## config.mk

```make
export PLATFORM = sky130hd
export DESIGN_NAME = stim_train_sequencer_flat
export DESIGN_NICKNAME = d
export VERILOG_FILES = /design/src/rtl/stim_seq_pkg.sv /design/src/rtl/stim_train_sequencer_if.sv /design/src/rtl/stim_tick_counter.sv /design/src/rtl/stim_train_sequencer.sv /design/src/flat_wrapper.sv
export SDC_FILE = /design/constraint.sdc
export NUM_CORES = 1
export LEC_CHECK = 0
export BUFFER_PORTS_ARGS = -buffer_cell sky130_fd_sc_hd__buf_2
export CORE_UTILIZATION = 56
export DETAILED_ROUTE_END_ITERATION = 8
export GPL_ROUTABILITY_DRIVEN = 0
export GPL_TIMING_DRIVEN = 0
export HOLD_SLACK_MARGIN = 0.06
export MAX_ROUTING_LAYER = met4
export PLACE_DENSITY = 0.81
export SLEW_MARGIN = 20
export SYNTH_ARGS = -nofsm -noshare
export SYNTH_HDL_FRONTEND = slang
export SYNTH_SLANG_ARGS = --single-unit
```

## constraint.sdc

```tcl
create_clock -name clk -period 3.2 [get_ports clk]
set_input_delay 0.32 -clock clk [delete_from_list [all_inputs] [get_ports clk]]
set_output_delay 0.32 -clock clk [all_outputs]
set_load 0.005 [all_outputs]
```

## src/rtl/stim_seq_pkg.sv

```systemverilog
// stim_seq_pkg: shared state encoding, polarity codes and default widths
// for the stimulation pulse-train sequencer.
package stim_seq_pkg;

    typedef enum logic [2:0] {
        IDLE,
        PH1,
        IPG,
        PH2,
        IBD,
        REC,
        ITD
    } state_e;

    localparam logic ANODIC   = 1'b1;
    localparam logic CATHODIC = 1'b0;

    typedef enum logic [1:0] {
        W_CHANNELS,
        W_CNT,
        W_MAG
    } width_sel_e;

    function automatic int default_width(width_sel_e sel);
        unique case (sel)
            W_CHANNELS: return 16;
            W_CNT:      return 16;
            W_MAG:      return 8;
            default:    return 16;
        endcase
    endfunction

endpackage

```

## src/rtl/stim_train_sequencer_if.sv

```systemverilog
// stim_train_sequencer_if: per-channel drive bundle from the sequencer
// to the RHS command builder.
interface stim_train_sequencer_if #(
    parameter int CHANNELS = 16,
    parameter int MAG_W    = 8
);
    logic [CHANNELS-1:0] stim_en_mask;
    logic [CHANNELS-1:0] stim_pol_mask;
    logic [MAG_W-1:0]    stim_magnitude;
    logic [CHANNELS-1:0] recovery_en;

    modport master (
        output stim_en_mask,
        output stim_pol_mask,
        output stim_magnitude,
        output recovery_en
    );

    modport slave (
        input stim_en_mask,
        input stim_pol_mask,
        input stim_magnitude,
        input recovery_en
    );
endinterface

```

## src/rtl/stim_tick_counter.sv

```systemverilog
// stim_tick_counter: loadable down-counter stepped by sample_tick,
// flagging the tick that brings it to zero.
module stim_tick_counter #(
    parameter int CNT_W = 16
) (
    input  logic             clk,
    input  logic             rst,
    input  logic             load_i,
    input  logic [CNT_W-1:0] load_val_i,
    input  logic             tick_i,
    output logic             zero_o,
    output logic             expire_o
);
    logic [CNT_W-1:0] cnt_q;
    logic [CNT_W-1:0] cnt_d;

    always_comb begin
        cnt_d = cnt_q;
        if (load_i) begin
            cnt_d = load_val_i;
        end else if (tick_i && cnt_q != '0) begin
            cnt_d = cnt_q - CNT_W'(1);
        end
    end

    always_ff @(posedge clk) begin
        if (rst) begin
            cnt_q <= '0;
        end else begin
            cnt_q <= cnt_d;
        end
    end

    assign zero_o   = (cnt_q == '0);
    assign expire_o = tick_i && (cnt_q == CNT_W'(1));

endmodule

```

## src/rtl/stim_train_sequencer.sv

```systemverilog
// stim_train_sequencer: biphasic stimulation pulse-train sequencer.
// Define STIM_ASYM_PHASE_EN for independent PH2 length and magnitude.
module stim_train_sequencer
    import stim_seq_pkg::*;
#(
    parameter int CHANNELS = default_width(W_CHANNELS),
    parameter int CNT_W    = default_width(W_CNT),
    parameter int MAG_W    = default_width(W_MAG)
) (
    input  logic                   clk,
    input  logic                   rst,
    input  logic                   sample_tick,
    input  logic                   finite_start,
    input  logic                   infinite_start,
    input  logic                   stop,
    input  logic [CNT_W-1:0]       cfg_pulse_len,
`ifdef STIM_ASYM_PHASE_EN
    input  logic [CNT_W-1:0]       cfg_pulse2_len,
    input  logic [MAG_W-1:0]       cfg_magnitude2,
`endif
    input  logic [CNT_W-1:0]       cfg_inter_pulse,
    input  logic [CNT_W-1:0]       cfg_inter_bipulse,
    input  logic [CNT_W-1:0]       cfg_inter_train,
    input  logic [CNT_W-1:0]       cfg_recovery,
    input  logic [CNT_W-1:0]       cfg_bipulses,
    input  logic [CNT_W-1:0]       cfg_trains,
    input  logic [MAG_W-1:0]       cfg_magnitude,
    input  logic                   cfg_rising_first,
    input  logic                   cfg_bipolar,
    input  logic [CHANNELS-1:0]    cfg_mask_pos,
    input  logic [CHANNELS-1:0]    cfg_mask_neg,
    stim_train_sequencer_if.master drv,
    output logic                   busy,
    output logic [CNT_W-1:0]       bipulse_idx,
    output logic [CNT_W-1:0]       train_idx,
    output logic                   train_done,
    output logic                   seq_done
);
    typedef struct packed {
        logic [CNT_W-1:0]    pl, pl2, ip, ibd, it, rec;
        logic [CNT_W-1:0]    nb_last, nt_last;
        logic [MAG_W-1:0]    mag, mag2;
        logic                rf, bip;
        logic [CHANNELS-1:0] pos, neg;
    } cfg_t;

    function automatic logic [CNT_W-1:0] min1(logic [CNT_W-1:0] v);
        return (v == '0) ? CNT_W'(1) : v;
    endfunction

    function automatic logic [CNT_W-1:0] dur_of(state_e s, cfg_t c);
        unique case (s)
            PH1:     return c.pl;
            IPG:     return c.ip;
            PH2:     return c.pl2;
            IBD:     return c.ibd;
            REC:     return c.rec;
            ITD:     return c.it;
            default: return '0;
        endcase
    endfunction

    state_e              state_q, state_d;
    cfg_t                cfg_q, cfg_d, cfg_new;
    logic                fin_q, fin_d;
    logic                stop_q, stop_d;
    logic [CNT_W-1:0]    bidx_q, bidx_d;
    logic [CNT_W-1:0]    tidx_q, tidx_d;
    logic                td_q, td_d;
    logic                sd_q, sd_d;
    logic                busy_q, busy_d;
    logic [CHANNELS-1:0] en_q, en_d;
    logic [CHANNELS-1:0] pol_q, pol_d;
    logic [CHANNELS-1:0] rec_en_q, rec_en_d;
    logic [MAG_W-1:0]    mag_q, mag_d;

    logic                start_ok;
    logic                cnt_zero, cnt_expire, exit_now;
    logic                to_rec, end_train;
    logic                pos_pol;
    logic [CHANNELS-1:0] pos_m, neg_m;

    stim_tick_counter #(.CNT_W(CNT_W)) u_cnt (
        .clk        (clk),
        .rst        (rst),
        .load_i     (state_d != state_q),
        .load_val_i (dur_of(state_d, cfg_d)),
        .tick_i     (sample_tick),
        .zero_o     (cnt_zero),
        .expire_o   (cnt_expire)
    );

    // A timed state never sits at zero; treat it as already expired.
    assign exit_now = cnt_expire | cnt_zero;
    assign start_ok = (finite_start | infinite_start) & ~stop;

    always_comb begin
        cfg_new         = cfg_q;
        cfg_new.pl      = min1(cfg_pulse_len);
        cfg_new.ip      = cfg_inter_pulse;
        cfg_new.ibd     = cfg_inter_bipulse;
        cfg_new.it      = cfg_inter_train;
        cfg_new.rec     = cfg_recovery;
        cfg_new.nb_last = min1(cfg_bipulses) - CNT_W'(1);
        cfg_new.nt_last = min1(cfg_trains) - CNT_W'(1);
        cfg_new.mag     = cfg_magnitude;
        cfg_new.rf      = cfg_rising_first;
        cfg_new.bip     = cfg_bipolar;
        cfg_new.pos     = cfg_mask_pos;
        cfg_new.neg     = cfg_mask_neg;
`ifdef STIM_ASYM_PHASE_EN
        cfg_new.pl2     = min1(cfg_pulse2_len);
        cfg_new.mag2    = cfg_magnitude2;
`else
        cfg_new.pl2     = min1(cfg_pulse_len);
        cfg_new.mag2    = cfg_magnitude;
`endif
    end

    always_comb begin
        state_d   = state_q;
        cfg_d     = cfg_q;
        fin_d     = fin_q;
        stop_d    = stop_q;
        bidx_d    = bidx_q;
        tidx_d    = tidx_q;
        td_d      = 1'b0;
        sd_d      = 1'b0;
        to_rec    = 1'b0;
        end_train = 1'b0;

        if (state_q != IDLE && stop) begin
            stop_d = 1'b1;
        end

        unique case (state_q)
            IDLE: begin
                if (start_ok) begin
                    cfg_d   = cfg_new;
                    fin_d   = finite_start;
                    stop_d  = 1'b0;
                    bidx_d  = '0;
                    tidx_d  = '0;
                    state_d = PH1;
                end
            end
            PH1: begin
                if (exit_now) begin
                    state_d = (cfg_q.ip == '0) ? PH2 : IPG;
                end
            end
            IPG: begin
                if (exit_now) begin
                    state_d = PH2;
                end
            end
            PH2: begin
                if (exit_now) begin
                    if (bidx_q == cfg_q.nb_last) begin
                        to_rec = 1'b1;
                    end else if (cfg_q.ibd == '0) begin
                        bidx_d  = bidx_q + CNT_W'(1);
                        state_d = PH1;
                    end else begin
                        state_d = IBD;
                    end
                end
            end
            IBD: begin
                if (exit_now) begin
                    bidx_d  = bidx_q + CNT_W'(1);
                    state_d = PH1;
                end
            end
            REC: begin
                end_train = exit_now;
            end
            ITD: begin
                if (exit_now) begin
                    bidx_d  = '0;
                    tidx_d  = tidx_q + CNT_W'(1);
                    state_d = PH1;
                end
            end
            default: state_d = IDLE;
        endcase

        // Zero-length REC/ITD collapse into the PH2 exit cycle.
        if (to_rec) begin
            if (cfg_q.rec == '0) begin
                end_train = 1'b1;
            end else begin
                state_d = REC;
            end
        end

        if (end_train) begin
            td_d = 1'b1;
            if (stop_d || (fin_q && tidx_q == cfg_q.nt_last)) begin
                sd_d    = 1'b1;
                state_d = IDLE;
            end else if (cfg_q.it == '0) begin
                bidx_d  = '0;
                tidx_d  = tidx_q + CNT_W'(1);
                state_d = PH1;
            end else begin
                state_d = ITD;
            end
        end

        if (state_d == IDLE) begin
            stop_d = 1'b0;
        end
    end

    always_comb begin
        pos_m = cfg_d.pos;
        neg_m = cfg_d.bip ? (cfg_d.neg & ~cfg_d.pos) : '0;
        if (state_d == PH1) begin
            pos_pol = cfg_d.rf ? ANODIC : CATHODIC;
        end else begin
            pos_pol = cfg_d.rf ? CATHODIC : ANODIC;
        end

        en_d     = '0;
        pol_d    = '0;
        rec_en_d = '0;
        mag_d    = '0;
        busy_d   = (state_d != IDLE);

        if (state_d == PH1 || state_d == PH2) begin
            en_d  = pos_m | neg_m;
            pol_d = (pos_pol == ANODIC) ? pos_m : neg_m;
            mag_d = (state_d == PH1) ? cfg_d.mag : cfg_d.mag2;
        end
        if (state_d == REC) begin
            rec_en_d = pos_m | neg_m;
        end
    end

    always_ff @(posedge clk) begin
        if (rst) begin
            state_q  <= IDLE;
            cfg_q    <= '0;
            fin_q    <= 1'b0;
            stop_q   <= 1'b0;
            bidx_q   <= '0;
            tidx_q   <= '0;
            td_q     <= 1'b0;
            sd_q     <= 1'b0;
            busy_q   <= 1'b0;
            en_q     <= '0;
            pol_q    <= '0;
            rec_en_q <= '0;
            mag_q    <= '0;
        end else begin
            state_q  <= state_d;
            cfg_q    <= cfg_d;
            fin_q    <= fin_d;
            stop_q   <= stop_d;
            bidx_q   <= bidx_d;
            tidx_q   <= tidx_d;
            td_q     <= td_d;
            sd_q     <= sd_d;
            busy_q   <= busy_d;
            en_q     <= en_d;
            pol_q    <= pol_d;
            rec_en_q <= rec_en_d;
            mag_q    <= mag_d;
        end
    end

    assign drv.stim_en_mask   = en_q;
    assign drv.stim_pol_mask  = pol_q;
    assign drv.stim_magnitude = mag_q;
    assign drv.recovery_en    = rec_en_q;
    assign busy               = busy_q;
    assign bipulse_idx        = bidx_q;
    assign train_idx          = tidx_q;
    assign train_done         = td_q;
    assign seq_done           = sd_q;

endmodule

```

## src/flat_wrapper.sv

```systemverilog
// flat-port wrapper written by rule: the top's interface ports become plain ports
module stim_train_sequencer_flat import stim_seq_pkg::*;
#(
    parameter int CHANNELS = default_width(W_CHANNELS),
    parameter int CNT_W    = default_width(W_CNT),
    parameter int MAG_W    = default_width(W_MAG)
)
  (clk, rst, sample_tick, finite_start, infinite_start, stop, cfg_pulse_len, cfg_inter_pulse, cfg_inter_bipulse, cfg_inter_train, cfg_recovery, cfg_bipulses, cfg_trains, cfg_magnitude, cfg_rising_first, cfg_bipolar, cfg_mask_pos, cfg_mask_neg, busy, bipulse_idx, train_idx, train_done, seq_done, drv_stim_en_mask, drv_stim_pol_mask, drv_stim_magnitude, drv_recovery_en);
  stim_train_sequencer_if #(.CHANNELS(CHANNELS), .MAG_W(MAG_W)) drv_i ();
  input  logic clk;
  input  logic rst;
  input  logic sample_tick;
  input  logic finite_start;
  input  logic infinite_start;
  input  logic stop;
  input  logic [CNT_W-1:0] cfg_pulse_len;
  input  logic [CNT_W-1:0] cfg_inter_pulse;
  input  logic [CNT_W-1:0] cfg_inter_bipulse;
  input  logic [CNT_W-1:0] cfg_inter_train;
  input  logic [CNT_W-1:0] cfg_recovery;
  input  logic [CNT_W-1:0] cfg_bipulses;
  input  logic [CNT_W-1:0] cfg_trains;
  input  logic [MAG_W-1:0] cfg_magnitude;
  input  logic cfg_rising_first;
  input  logic cfg_bipolar;
  input  logic [CHANNELS-1:0] cfg_mask_pos;
  input  logic [CHANNELS-1:0] cfg_mask_neg;
  output logic busy;
  output logic [CNT_W-1:0] bipulse_idx;
  output logic [CNT_W-1:0] train_idx;
  output logic train_done;
  output logic seq_done;
  output wire logic [$bits(drv_i.stim_en_mask)-1:0] drv_stim_en_mask;
  output wire logic [$bits(drv_i.stim_pol_mask)-1:0] drv_stim_pol_mask;
  output wire logic [$bits(drv_i.stim_magnitude)-1:0] drv_stim_magnitude;
  output wire logic [$bits(drv_i.recovery_en)-1:0] drv_recovery_en;
  assign drv_stim_en_mask = drv_i.stim_en_mask;
  assign drv_stim_pol_mask = drv_i.stim_pol_mask;
  assign drv_stim_magnitude = drv_i.stim_magnitude;
  assign drv_recovery_en = drv_i.recovery_en;
  stim_train_sequencer #(.CHANNELS(CHANNELS), .CNT_W(CNT_W), .MAG_W(MAG_W)) u_core (.clk(clk), .rst(rst), .sample_tick(sample_tick), .finite_start(finite_start), .infinite_start(infinite_start), .stop(stop), .cfg_pulse_len(cfg_pulse_len), .cfg_inter_pulse(cfg_inter_pulse), .cfg_inter_bipulse(cfg_inter_bipulse), .cfg_inter_train(cfg_inter_train), .cfg_recovery(cfg_recovery), .cfg_bipulses(cfg_bipulses), .cfg_trains(cfg_trains), .cfg_magnitude(cfg_magnitude), .cfg_rising_first(cfg_rising_first), .cfg_bipolar(cfg_bipolar), .cfg_mask_pos(cfg_mask_pos), .cfg_mask_neg(cfg_mask_neg), .drv(drv_i), .busy(busy), .bipulse_idx(bipulse_idx), .train_idx(train_idx), .train_done(train_done), .seq_done(seq_done));
endmodule
```

==> flow_metrics.py, run 1 <==
metrics = {
    "power_and_ir_drop": {
        "share_clk_of_total_power": 0.274,
        "static-leakage-power_nw": 7.291,
        "combPwrFrac": 0.413,
        "fin_total_pwr_mw": 14.13,
        "switchingPower_mw": 5.465,
        "p_seq_frac": 0.313,
        "power.switching_fraction": 0.3866,
        "worst_ir_drop_vdd_mv": 0.5456,
        "p_int_mw": 8.670,
        "power_density_cells_nw_per_um2": 821.9,
    },
    "sta": {
        "fin_tns_setup_ps": -147.4,
        "final_hold_viol_count": 0,
        "worst-slew-pin-transition_ps": 921.3,
        "finalWorstPathRequiredPeriod_ps": 3267,
        "worst_hold_margin_ps": 67.18,
        "grt_setup_unrepaired": "yes",
        "slew_violations": 0,
        "timing.final.crit_share": 1.021,
        "max_freq_ghz": 0.3061,
        "clock_skew_ps": 17.40,
        "worst_slack_ps": -67.23,
        "maxSlewHeadroom": 0.3682,
        "report.final.setup_viol": 8,
    },
    "synthesis": {
        "postSynthAreaPerCell_um2": 8.445,
        "dominantRegCellSynth": "dfxtp_1",
        "synth_cell_types": 80,
        "synth_area_um2": 13170,
        "postSynth.asyncResetShare": 0,
        "postSynthNetCount": 1728,
        "synth_top_cell_by_area": "dfxtp_1",
        "synth_seq_cells": 290,
        "synth_sequential_area_ratio": 0.4407,
        "synth_edf_count": 0,
        "netlist_top_cells_area": "dfxtp_1, mux2i_1, nor2_1",
        "synth_cells": 1560,
        "synth_warnings": 0,
        "netlist.area_leader.share": 0.4407,
    },
    "detailed_routing": {
        "via_count": 14168,
        "drtIter0Drc": 1586,
        "drt_first_pass_iters": 8,
        "wl_per_cell_um": 21.01,
        "routed_wirelength_um": 47850,
        "viasPerCell": 6.219,
        "final_antenna_net_count": 0,
        "drc_errors": 0,
    },
    "floorplanning": {
        "io_pins": 251,
        "initial_util": 0.5766,
        "die_x_um": 155.4,
        "core_region_area_um2": 22850,
        "die-area_um2": 24140,
        "die-height_um": 155.4,
        "core.rowCount": 55,
    },
    "grt": {
        "number_of_antenna_violations_at_the_first_check_in_global_routing": 1,
        "grt_max_degree": 16,
        "globalRoute.totalOverflow": 0,
        "grt_pass1_vias": 13547,
        "grt_pass1_wl_um": 71520,
        "globalRouteTotalUtil": 0.3907,
    },
    "clock_tree": {
        "cts.reportedPaths.clkPinSlew_ps": 70,
        "cts.path.max_buffers": 3,
        "cts_inserted_buffers": 30,
        "ctsHtreeMaxLevel": 1,
        "insertion_delay_ps": 570,
        "cts_tree": "built",
        "clock_sink_count": 290,
        "clk_root_buffer_cell": "clkbuf_16",
    },
    "layout": {
        "finish.utilization": 0.7527,
        "finish.net_count": 2107,
        "areaGrowthSynthToFinish_pct": 30.54,
        "area_of_all_placed_cells_without_fillers_um2": 17200,
        "drive_gt1_frac": 0.2364,
    },
    "critical_path": {
        "worstSetupEndpointType": "register",
        "timing.critical_path.fanout_max": 10,
        "timing.critical_path.arrival_ps": 3700,
        "crit_slowest_cell": "a221oi_2",
        "worst-setup-path-type": "reg2reg",
        "critPathLaunchType": "register",
        "timing.critical_path.cells": "nor4_4 -> buf_4 -> nand4_4 -> nor2_4 -> nand4_1 -> a221oi_2 -> buf_2 -> nor2_1 -> clkbuf_2 -> a211oi_2 -> o22ai_1",
        "critPathMaxStageDelay_ps": 460,
        "required_ps": 3630,
    },
    "place": {
        "area_of_placed_instances_um2": 14820,
        "place_hpwl_um": 31960,
        "io_buffer_count": 250,
    },
    "flow_run": {
        "cap_viol_max_count": 0,
    },
    "status": {
        "failing_checks": "negative setup slack",
        "status": "finished, violations left",
    },
    "worst_hold_path": {
        "worstHoldPathType": "in2reg",
    },
}
-- worst paths after layout --
path,from,to,slack [ps],cells after the start
max,u_core.u_cnt.cnt_q[9]$_SDFFE_PP0P_,u_core.u_cnt.cnt_q[8]$_SDFFE_PP0P_,-70,11
min,cfg_mask_pos[5],u_core.cfg_q[21]$_SDFF_PP0_,70,3
min reg2reg,u_core.cfg_q[48]$_SDFF_PP0_,u_core.cfg_q[48]$_SDFF_PP0_,460,2
max reg2reg,u_core.u_cnt.cnt_q[9]$_SDFFE_PP0P_,u_core.u_cnt.cnt_q[8]$_SDFFE_PP0P_,-70,11
-- state kept, by name, summed over array words and instances, names as in the netlist --
name and count:
u_core.state_q 3, u_core.u_cnt.cnt_q 16, u_core.train_done 1, u_core.busy 1, u_core.stop_q 1, u_core.drv.recovery_en 16, u_core.train_idx 16, u_core.drv.stim_magnitude 8
u_core.drv.stim_pol_mask 16, u_core.seq_done 1, u_core.cfg_q 178, u_core.bipulse_idx 16, u_core.fin_q 1, u_core.drv.stim_en_mask 16
-- cells in the final DEF, fill, tap and decap left out, types with 41 or more instances in the layout --
cell type and count:
xor2_1 43, o21ai_0 47, dlygate4sd3_1 71, nor2_1 246, mux2i_1 94, a21oi_1 124, buf_2 268, nand2_1 204
dfxtp_1 279, clkbuf_1 41
-- per-stage QoR --
| stage | setup slack (ps) | std cells |
|---|---|---|
| after floorplan | 270.3 | 1560 |
| after global placement | -543.7 | 2123 |
| after detailed placement | -525.5 | 2123 |
| after CTS | 1.254 | 2261 |
| after global routing | -186.8 | 2277 |
| final | -67.23 | 2278 |
-- worst max-delay path, delay by kind of cell, from the launching register on --
family          cells  cell delay [ps]
buf+inv             3              750
compound gates      3             1010
simple gates        5             1000
flops               1              370
-- power by group through the flow --
| stage | clock network, mW | logic (mW) | registers, mW |
|---|---|---|---|
| global placement | 0 | 4.67 | 4.41 |
| CTS | 3.85 | 5.13 | 4.36 |
| finish | 3.88 | 5.84 | 4.42 |
| detailed placement | 0 | 4.76 | 4.43 |
| global route | 4.00 | 6.10 | 4.45 |
| floorplan | 0 | 3.40 | 4.38 |
-- kinds of logic after synthesis --
kind of cell	count (synthesis)	synth area share
simple gates	659	0.2309
compound gates	326	0.1573
flops	290	0.4407
buf+inv	106	0.03448
mux	103	0.07902
xor+xnor	68	0.05005
fa+ha+maj	8	0.007598
-- area by class of cell --
| class | instances | area [um2] |
|---|---|---|
| plain buffers | 91 | 459.2 |
| inverters | 13 | 48.80 |
| fillers | 1573 | 5649 |
| clock inverters | 13 | 203.9 |
| clock buffers | 43 | 900.9 |
| flip-flops and latches | 290 | 5824 |
| repair buffers | 349 | 2200 |
| diodes | 2 | 5.005 |
| multi-input cells | 1164 | 7164 |
| well taps | 313 | 391.6 |
-- routing by layer --
| layer | GRT usage | vias to the layer above | share of wire |
|---|---|---|---|
| li1 | - | 6261 | - |
| met1 | 0.4762 | 6580 | 0.37 |
| met2 | 0.6158 | 1055 | 0.46 |
| met3 | 0.06240 | 272 | 0.11 |
| met4 | 0.2236 | 0 | 0.064 |
| met5 | - | - | 0 |
-- cell usage after synthesis, drive strengths merged (18+ instances only) --
cell type	count
mux2i	95
xor2	44
nand3b	18
nor4	37
nor2	251
nand3	39
xnor2	24
buf	33
clkbuf	60
a21oi	126
o21ai	55
a211oi	36
dfxtp	290
and3	23
o22ai	29
nand2	205
-- timing repair --
| item | CTS | global route |
|---|---|---|
| setup endpoints to repair | 176 | 120 |
| resized for setup | 50 | 68 |
| hold endpoints to repair | 75 | 0 |
| hold buffers | 71 | 0 |
| setup buffers | 11 | 15 |
| cloned | 0 | 2 |
| pin swaps | 11 | 18 |
No activity file was read; power rests on OpenSTA's default activity.
==> run 2, diff against run 1 <==
==> constraint.sdc (replaced) <==
create_clock -name clk -period 3.2 [get_ports clk]
set_input_delay 0.64 -clock clk [delete_from_list [all_inputs] [get_ports clk]]
set_output_delay 0.64 -clock clk [all_outputs]
set_load 0.005 [all_outputs]
==> run 2 against run 1 <==
  * The run still ends with negative setup slack left
  * Utilization decreased by 3.9 points
  * Combinational power is 3% lower
  * Non-clock buffer count is 72 lower
  * Sequential power about the same
  * Final cell count down 2.9%
  * Die area unchanged
  * Critical path depth is 2 higher
  * Clock skew rose by 9.6 ps
  * Worst hold slack gained 240 ps
  * Maximum frequency grew 1.3%
  * Design area fell by 5.2%
  * Via count down 5.5%
==> flow_metrics.py, run 2 (synthesized netlist as in run 1, its figures left out) <==
metrics = {
    "status": {
        "status": "finished, violations left",
        "failing_checks": "negative setup slack",
    },
    "sta": {
        "worst_slack_ps": -25.32,
        "maxSlewHeadroom": 0.3853,
        "final_hold_viol_count": 0,
        "max_freq_ghz": 0.3100,
        "clock_skew_ps": 27.03,
        "timing.final.crit_share": 1.008,
        "worst-slew-pin-transition_ps": 896.4,
        "report.final.setup_viol": 3,
        "slew_violations": 0,
        "finalWorstPathRequiredPeriod_ps": 3225,
    },
    "floorplanning": {
        "core_region_area_um2": 22850,
        "core.rowCount": 55,
        "io_pins": 251,
        "die-height_um": 155.4,
        "die_x_um": 155.4,
        "initial_util": 0.5766,
        "die-area_um2": 24140,
    },
    "critical_path": {
        "worst-r2r-setup-slack_ps": -30,
        "critical_path_end": "u_core.u_cnt.cnt_q[3]$_SDFFE_PP0P_",
        "r2r_cells": 13,
        "r2r-end": "u_core.u_cnt.cnt_q[3]$_SDFFE_PP0P_",
        "reg2reg_from": "u_core.state_q[1]$_SDFF_PP0_",
        "worst_setup_path_startpoint": "u_core.state_q[1]$_SDFF_PP0_",
        "critPathLaunchType": "register",
        "required_ps": 3630,
        "crit_slowest_cell": "or3_4",
        "timing.critical_path.arrival_ps": 3650,
        "timing.critical_path.fanout_max": 10,
        "timing.critical_path.cells": "or3_4 -> or2_1 -> buf_4 -> a22oi_4 -> o21ai_4 -> o211a_1 -> buf_4 -> o211ai_1 -> buf_4 -> buf_12 -> o22ai_1 -> a211oi_1 -> o21ai_1",
        "worst-setup-path-type": "reg2reg",
        "cp_common_cell": "buf_4",
        "critPathMaxStageDelay_ps": 400,
        "worstSetupEndpointType": "register",
    },
    "detailed_routing": {
        "final_antenna_net_count": 0,
        "wl_per_cell_um": 19.97,
        "drc_errors": 0,
        "highest-signal-layer": "met4",
        "routed-wl-met3_um": 4721,
        "drt_first_pass_iters": 7,
        "routed_wirelength_um": 44150,
        "met2_wirelength_um": 19850,
        "drtIter0Drc": 1341,
        "met1Wirelength_um": 17030,
        "viasPerCell": 6.054,
        "via_count": 13386,
    },
    "layout": {
        "area_of_all_placed_cells_without_fillers_um2": 16300,
        "largest_register": "u_core.cfg_q",
        "areaGrowthSynthToFinish_pct": 23.73,
        "finalNonFillerCells": 2211,
        "largest_register_ffs": 178,
        "finish.net_count": 2035,
        "nFillCells": 1803,
        "mostFrequentLayoutCells": "dfxtp_1, buf_2, nor2_1, nand2_1, a21oi_1",
        "finish.utilization": 0.7134,
        "drive_gt1_frac": 0.2366,
        "layout.cells.most_common": "dfxtp_1",
    },
    "power_and_ir_drop": {
        "worst_ir_drop_vdd_mv": 0.5261,
        "power_density_cells_nw_per_um2": 822.9,
        "static-leakage-power_nw": 6.892,
        "fin_total_pwr_mw": 13.41,
    },
    "place": {
        "area_of_placed_instances_um2": 14820,
        "place_ws_ps": -756.9,
        "place_hpwl_um": 31950,
        "placedCellCount": 2123,
        "io_buffer_count": 250,
    },
    "clock_tree": {
        "cts.reportedPaths.clkPinSlew_ps": 60,
        "cts.path.max_buffers": 3,
        "ctsHtreeMaxLevel": 1,
        "cts_inserted_buffers": 30,
        "clk_root_buffer_cell": "clkbuf_16",
        "cts_tree": "built",
        "clock_sink_count": 290,
        "cts_hold_buffers": 0,
        "insertion_delay_ps": 570,
    },
    "grt": {
        "number_of_antenna_violations_at_the_first_check_in_global_routing": 6,
        "globalRoute.totalOverflow": 0,
        "grt_max_degree": 16,
        "grt_pass1_vias": 12609,
        "grt_pass1_wl_um": 66230,
        "globalRouteTotalUtil": 0.3595,
    },
    "worst_hold_path": {
        "worstHoldPathType": "in2reg",
        "instance_count_along_the_most_critical_hold_path": 3,
    },
    "flow_run": {
        "cap_viol_max_count": 0,
    },
}
run 2: cell count changes in the layout (fill, tap and decap cells not counted), sizes merged:
cell,before,now
inv,13,12
dlygate4sd3,71,0
buf,310,306
clkinvlp,1,2
bufinv,5,0
clkinv,7,6
diode,2,9
clkbuf,102,109
run 2: routing by layer:
metal	vias to the layer above	track usage
li1	6131	-
met1	6196	0.4493
met2	874	0.5614
met3	185	0.05738
met4	0	0.1872
met5	-	-
run 2: metrics by stage:
stage / TNS (ps) / hold slack, ps
2_1_floorplan: 0 / 432.2
3_3_place_gp: -79470 / 438.5
3_5_place_dp: -84650 / 442.8
4_1_cts: 0 / 298.4
5_1_grt: -390.0 / 314.6
6_report: -47.32 / 311.0
run 2: worst min path at each step:
stage	slack, ps	endpoint	startpoint
after global routing	310	u_core.cfg_q[94]$_SDFF_PP0_	cfg_recovery[12]
after detailed placement	440	u_core.cfg_q[35]$_SDFF_PP0_	u_core.cfg_q[35]$_SDFF_PP0_
after CTS	300	u_core.cfg_q[92]$_SDFF_PP0_	cfg_recovery[10]
after floorplan	430	u_core.cfg_q[47]$_SDFF_PP0_	u_core.cfg_q[47]$_SDFF_PP0_
after global placement	440	u_core.cfg_q[47]$_SDFF_PP0_	u_core.cfg_q[47]$_SDFF_PP0_
final	310	u_core.cfg_q[95]$_SDFF_PP0_	cfg_recovery[13]
run 2: cell type report:
cell class / count / area, um2 / area share
Sequential cell: 290 / 5819 / 0.3570
Clock buffer: 47 / 884.6 / 0.05427
Antenna cell: 9 / 22.52 / 0.001382
Clock inverter: 7 / 55.05 / 0.003378
Multi-Input combinational cell: 1164 / 7136 / 0.4378
Inverter: 13 / 48.80 / 0.002994
Timing Repair Buffer: 278 / 1486 / 0.09120
Buffer: 90 / 455.4 / 0.02794
Tap cell: 313 / 391.6 / 0.02403
run 2: power breakdown:
group / switching, mW / internal (mW) / leakage [nW] / total [mW]
clock: 1.46 / 1.89 / 0.455 / 3.36
combinational: 3.46 / 2.18 / 4.07 / 5.64
sequential: 0.311 / 4.10 / 2.37 / 4.41
run 2: timing repair:
| item | in CTS | in global routing |
|---|---|---|
| pin swaps | 8 | 19 |
| setup buffers | 13 | 14 |
| setup endpoints to repair | 176 | 105 |
| gates resized for setup | 44 | 61 |
| cloned | 0 | 1 |
run 2: critical path, delay by kind of cell, from the launching register on:
family / cells / cell delay [ps]
compound gates: 7 / 1370
flops: 1 / 380
simple gates: 2 / 620
buf+inv: 4 / 680
